`src/rtl/ft245_rx_ctrl.sv`:
```
// FT245 synchronous-FIFO receive controller: bursts bytes from the chip into a
// downstream FIFO, pausing whenever the FIFO has too little free space.
module ft245_rx_ctrl #(
  parameter int unsigned ADDR_W     = 10,
  parameter int unsigned DATA_W     = 8,
  parameter int unsigned FIFO_WORDS = 2**ADDR_W,
  parameter int unsigned HEADROOM   = 4
) (
  input  logic              wclk,
  input  logic              wrst,
  input  logic              enable,
  input  logic              ft_rxf_n,
  input  logic [DATA_W-1:0] ft_data_in,
  output logic              ft_oe_n,
  output logic              ft_rd_n,
  input  logic [ADDR_W:0]   fifo_wload,
  input  logic              fifo_wfull,
  output logic [DATA_W-1:0] fifo_wdata,
  output logic              fifo_wen,
  output logic [15:0]       rx_count,
  output logic              ovf_err
);

  localparam int unsigned LoadW = ADDR_W + 1;
  localparam logic [ADDR_W:0] Words    = LoadW'(FIFO_WORDS);
  localparam logic [ADDR_W:0] Headroom = LoadW'(HEADROOM);

  typedef enum logic [1:0] {StIdle, StTurn, StRead, StRelease} state_e;

  state_e              state_q, state_d;
  logic                oe_n_q, oe_n_d;
  logic                rd_n_q, rd_n_d;
  logic                wen_q, wen_d;
  logic [DATA_W-1:0]   wdata_q, wdata_d;
  logic [15:0]         cnt_q, cnt_d;
  logic                ovf_q, ovf_d;
  logic [ADDR_W:0]     free_words;
  logic                room;

  assign free_words = Words - fifo_wload;
  assign room       = free_words > Headroom;

  always_comb begin
    state_d = state_q;
    unique case (state_q)
      StIdle:    if (enable && !ft_rxf_n && room) state_d = StTurn;
      StTurn:    state_d = StRead;
      StRead:    if (ft_rxf_n || !room || !enable) state_d = StRelease;
      StRelease: state_d = StIdle;
      default:   state_d = StIdle;
    endcase
  end

  // Strobes are decoded from the next state so they leave the flops aligned with it.
  always_comb begin
    oe_n_d  = !((state_d == StTurn) || (state_d == StRead));
    rd_n_d  = (state_d != StRead);
    wen_d   = (state_q == StRead) && !ft_rxf_n;
    wdata_d = wen_d ? ft_data_in : wdata_q;
    cnt_d   = cnt_q + 16'(wen_q && !fifo_wfull);
    ovf_d   = ovf_q || (wen_q && fifo_wfull);
  end

  always_ff @(posedge wclk) begin
    if (wrst) begin
      state_q <= StIdle;
      oe_n_q  <= 1'b1;
      rd_n_q  <= 1'b1;
      wen_q   <= 1'b0;
      wdata_q <= '0;
      cnt_q   <= '0;
      ovf_q   <= 1'b0;
    end else begin
      state_q <= state_d;
      oe_n_q  <= oe_n_d;
      rd_n_q  <= rd_n_d;
      wen_q   <= wen_d;
      wdata_q <= wdata_d;
      cnt_q   <= cnt_d;
      ovf_q   <= ovf_d;
    end
  end

  assign ft_oe_n    = oe_n_q;
  assign ft_rd_n    = rd_n_q;
  assign fifo_wen   = wen_q;
  assign fifo_wdata = wdata_q;
  assign rx_count   = cnt_q;
  assign ovf_err    = ovf_q;

endmodule

```
`config.mk`:
```
export PLATFORM = sky130hd
export DESIGN_NAME = ft245_rx_ctrl
export DESIGN_NICKNAME = d
export VERILOG_FILES = /design/src/rtl/ft245_rx_ctrl.sv
export SDC_FILE = /design/constraint.sdc
export NUM_CORES = 1
export LEC_CHECK = 0
export CORE_MARGIN = 4
export CORE_UTILIZATION = 45
export CTS_BUF_LIST = sky130_fd_sc_hd__clkbuf_4 sky130_fd_sc_hd__clkbuf_8 sky130_fd_sc_hd__clkbuf_16
export DETAILED_ROUTE_END_ITERATION = 10
export GPL_ROUTABILITY_DRIVEN = 0
export PLACE_DENSITY = 0.83
export SYNTH_ARGS = -nofsm -noshare
export SYNTH_HDL_FRONTEND = slang
export SYNTH_SLANG_ARGS = --single-unit
```
`constraint.sdc`:
```
create_clock -name wclk -period 2.9 [get_ports wclk]
set_input_delay 0.435 -clock wclk [delete_from_list [all_inputs] [get_ports wclk]]
set_output_delay 0.435 -clock wclk [all_outputs]
set_load 0.05 [all_outputs]
```
=== Yosys cells after proc, flatten, opt, wreduce, memory -nomap -nowiden ===
Cells that the tools add are included.

* $add $sub $neg: 2
* $mul: 0
* Divide/modulo/power cells: 0
* Magnitude comparators: 1
* Equality and inequality tests: 6
* Shifts and indexed selects: 0
* Muxes and demuxes: 3
* Bitwise operators: 0
* Reductions and logical operators: 15

{| class="wikitable"
|+ Operators by type and width
! kind !! count
|-
| 16-bit by 1-bit adder with 16-bit output || 1
|-
| 11-bit by 3-bit greater-than comparator with 1-bit output, second input constant || 1
|-
| 11-bit subtractor, first input constant || 1
|-
| 2-bit case mux with 4 select lines || 1
|-
| 2-bit equality test, second input constant || 3
|-
| 1-bit logical AND || 5
|-
| 1-bit zero test || 5
|-
| 2-bit by 1-bit equality test with 1-bit output, second input constant || 2
|-
| 1-bit logical OR || 4
|-
| 2-bit two-way mux || 2
|-
| 2-bit zero test || 1
|-
| 2-bit inequality test, second input constant || 1
|}

* Register bits: 30
* Bits in latches: 0
* Bits in writable memories: 0
* Memory bits (read-only): 0
* Input port bits: 24
* Output and inout bits: 28
* Word-level logic and storage cells: 34
* Memories: 0

=== Depth between registers and ports, before layout ===
* Word-level depth: 10
* Mapped depth: 7

=== Worst setup path before layout ===
No wires, ideal clock.

* Path kind: register to register
* Start point: register wen_q, in the netlist fifo_wen
* End point: register cnt_q[14], in the netlist rx_count[14]
* Setup time: 0.128 ns
* Data arrival time: 1.928 ns
* Required time: 2.772 ns
* Setup slack: 0.845 ns
* Cell stages (with the launch flop): 8
* Buffers on the path: 0
* Clock period less this slack: 2.055 ns
* Path through: dfxtp_1 nor2b_1 ha_1 ha_1 nand4_1 nor4b_1 xnor2_1 nor2_1

* Word-level cells in the longest chain between the ends: 2

{| class="wikitable"
|+ Ends and longest elaborated chain
! what !! line !! RTL
|-
| from (decl) || 33 || <nowiki>logic wen_q, wen_d;</nowiki>
|-
| from (signal assigned) || 77 || <nowiki>wen_q <= wen_d;</nowiki>
|-
| 1-bit logical AND || 60 || <nowiki>cnt_d = cnt_q + 16'(wen_q && !fifo_wfull);</nowiki>
|-
| 16-bit by 1-bit adder with 16-bit output || 60 ||
|-
| to (signal assigned) || 79 || <nowiki>cnt_q <= cnt_d;</nowiki>
|-
| to (decl) || 35 || <nowiki>logic [15:0] cnt_q, cnt_d;</nowiki>
|}

Every way passes these cells.
A chain may end at the register's enable or synchronous reset.

=== Final worst setup path ===
* Start point: register cnt_q[5], in the netlist rx_count[5]
* End point: output port rx_count[5]

{| class="wikitable"
|+ RTL lines
! what !! line !! RTL
|-
| to (decl) || 20 || <nowiki>output logic [15:0] rx_count,</nowiki>
|}

No word-level cell between the ends.

==> flow_summary_export.csv <==
group,metric,value,unit
logic_synthesis,synth_top_cell_area_share,0.462,
critical_path,reg2reg_from,"fifo_wen",
critical_path,worstSetupEndpointType,"output pin",
place,dp.cells,223,
timing,finalCritPeriodShare,0.726,
die,rows,19,
clock_network,cts_buffers,5,
logic_synthesis,synth_flop_cell,"dfxtp_1",
timing,drv_slew,0,
power_and_ir_drop,power.density,557,nW/µm²
global_route,antenna_found_initial,0,
logic_synthesis,postSynthAreaPerCell,9.02,µm²
routing,post-route-drc-count,0,
critical_path,reg2reg_slack,1000,ps
critical_path,crit_end,"rx_count[5]",
die,core_area,2760,µm²
critical_path,cp_slowest_cell,"clkdlybuf4s50_1",
critical_path,r2r_end,"rx_count[14]",
cells_and_area,final_common_cell,"clkdlybuf4s50_1",
routing,routed_wl,3020,µm
timing,clock_skew,5.84,ps
logic_synthesis,synth-simple-area-share,0.301,
clock_network,holdBufCountCts,0,
cells_and_area,layout.nets,228,
logic_synthesis,seq_area_frac_synth,0.462,
logic_synthesis,yosysUniqueCellTypes,32,
logic_synthesis,synth_top_family_by_area,"simple AND/OR/NAND/NOR gates",
clock_network,clockBufferDepth,2,
critical_path,crit_arrival,1670,ps
routing,viasPerCell,5.07,
critical_path,path_cells,"clkdlybuf4s50_1",
worst_hold_path,hold_class,"reg2reg",
power_and_ir_drop,p_switching,0.345,mW
flow_run,max_cap_violations,0,
logic_synthesis,synthMuxAreaShare,0.0250,
timing,setup_violations,0,
critical_path,start_kind,"flip-flop",
timing,slew_headroom,0.587,
timing,rsz0062_at_grt,"no",
routing,first_pass_iters,4,
clock_network,cts_tree,"done",
logic_synthesis,synthXorXnorAreaFrac,0.0742,
logic_synthesis,synth-edff-count,0,
die,die_x,61.7,µm
global_route,grt_max_degree,20,
place,portBuffers,51,
critical_path,critPathRequiredTime,2470,ps
global_route,grt_pass1_vias,1150,
critical_path,r2r_cells,7,
timing,hold_violations,0,
logic_synthesis,async_reset_ff_frac,0,
global_route,grt_pass1_wl,4820,µm
power_and_ir_drop,cell_internal_pwr,0.716,mW
place,dpl.hpwl,2410,µm
logic_synthesis,synthAdderAreaFrac,0.0482,
timing,fin_crit,2110,ps
cells_and_area,fin_cells,231,
logic_synthesis,synth-compound-area-share,0.0636,
logic_synthesis,synth_area_leaders,"dfxtp_1, nand2_1, ha_1, xnor2_1, nor2_1",
routing,routedWlPerCell,13.1,µm
power_and_ir_drop,ir_worst_vdd,426,µV
critical_path,path_class,"reg2out",
critical_path,critPathTopFamily,"buffers and inverters",
critical_path,worst-path-stages,1,
critical_path,setup.worst_path.start,"rx_count[5]",
die,start_util,0.471,
timing,fmax,0.475,GHz
clock_network,cts_root_buffer,"clkbuf_4",
logic_synthesis,synth_nets,173,
power_and_ir_drop,combPwrFrac,0.313,
global_route,grt.total_usage,0.176,
power_and_ir_drop,power.leakage,0.708,nW
cells_and_area,insertedDiodeCount,0,
global_route,grt_overflow,0,
critical_path,cp_max_fo,7,
routing,final_antenna_net_count,0,
logic_synthesis,ys_ff_latch,30,
clock_network,ctsResizeCount,0,
routing,vias,1172,
cells_and_area,drive_gt1_frac,0.0750,
critical_path,path_buf_inv,1,
clock_network,clk_latency,330,ps
clock_network,clk_pin_slew,90,ps
routing,drtIter0Drc,61,
power_and_ir_drop,p_sw_frac,0.325,
logic_synthesis,netlist_instances,144,
clock_network,post-cts-setup-buffers,0,
timing,worst_pin_slew,617,ps
logic_synthesis,synth_top_area_cell,"dfxtp_1",
power_and_ir_drop,seq_power_share,0.441,
cells_and_area,layout_common_cells,"clkdlybuf4s50_1, dfxtp_1, nand2_1",
status,status,"finished, final reports clean",
power_and_ir_drop,clkPwrFrac,0.247,
cells_and_area,areaGrowthSynthToFinish,46.6,%
logic_synthesis,ys_warn_count,0,
clock_network,cts_sinks,30,
die,dieArea,3810,µm²
die,pin_count,52,
timing,setup_tns,0,ps
critical_path,worst_path_largest_cell_delay,860,ps
die,die_h,61.7,µm
logic_synthesis,mappedNetlistArea,1300,µm²
clock_network,cts_htree_levels,2,
layout make-up:
cell class | instances | area (µm²)
inverters | 5 | 18.8
repair buffers | 52 | 518
fillers | 220 | 853
clock inverters | 1 | 5.00
well taps | 31 | 38.8
clock buffers | 7 | 58.8
flip-flops and latches | 30 | 601
multi-input cells | 105 | 664
layer usage:
metal,vias to the layer above,global-route usage,routed length (µm)
met5,-,0,0
met4,0,0.0879,87
met3,7,0.0620,234
met2,38,0.305,1510
met1,531,0.188,1190
li1,596,-,-
worst min path at each step:
stage / startpoint / end / slack [ps] / cells after the start
finish: fifo_wdata[3] / fifo_wdata[3] / 460 / 2
global route: fifo_wdata[7] / fifo_wdata[7] / 500 / 2
CTS: fifo_wdata[5] / fifo_wdata[5] / 470 / 2
detailed placement: fifo_wdata[5] / fifo_wdata[5] / 460 / 2
global placement: fifo_wdata[3] / fifo_wdata[3] / 440 / 2
floorplan: ft_data_in[0] / fifo_wdata[0] / 570 / 2
Yosys cell counts, types with 2 or more instances:
cell type	n
xor2_1	4
inv_1	5
nor4b_1	2
dfxtp_1	30
nand2_1	23
nor2_1	16
nor4_1	2
nor3_1	4
mux2_1	2
nand4_1	2
a21oi_1	10
nor2b_1	8
nand3_1	5
clkbuf_1	3
xnor2_1	7
ha_1	5
kinds of logic (layout without fill, tap and decap cells):
| kind of cell | Yosys count | after routing |
|---|---|---|
| AND/OR/NAND/NOR | 72 | 72 |
| flip-flops | 30 | 30 |
| AO/OA/AOI/OAI | 14 | 14 |
| XOR/XNOR | 11 | 11 |
| buffers and inverters | 9 | 65 |
| adder cells (fa/ha/maj) | 5 | 5 |
| multiplexers | 3 | 3 |
metrics by stage:
step | worst slack, ps | power [mW] | util | area [µm²] | hold WS [ps]
2_1_floorplan | 845 | 0.695 | - | 1300 | 571
3_3_place_gp | 521 | 0.802 | 0.667 | 1840 | 443
3_5_place_dp | 514 | 0.810 | 0.667 | 1840 | 459
4_1_cts | 774 | 1.08 | 0.691 | 1900 | 471
5_1_grt | 643 | 1.13 | 0.691 | 1900 | 500
6_report | 795 | 1.06 | 0.691 | 1900 | 464
state kept, by name, indices dropped and copies added (netlist names):
name / count
state_q: 2
fifo_wen: 1
ovf_err: 1
rx_count: 16
ft_oe_n: 1
fifo_wdata: 8
ft_rd_n: 1
power groups by stage:
| stage | Clock [mW] | Sequential, mW | Combinational [mW] |
|---|---|---|---|
| after floorplan | 0 | 0.565 | 0.130 |
| after global placement | 0 | 0.475 | 0.327 |
| after detailed placement | 0 | 0.477 | 0.333 |
| after CTS | 0.273 | 0.468 | 0.335 |
| after global routing | 0.293 | 0.472 | 0.361 |
| final | 0.262 | 0.468 | 0.332 |
Power figures use the tool's default switching activity.
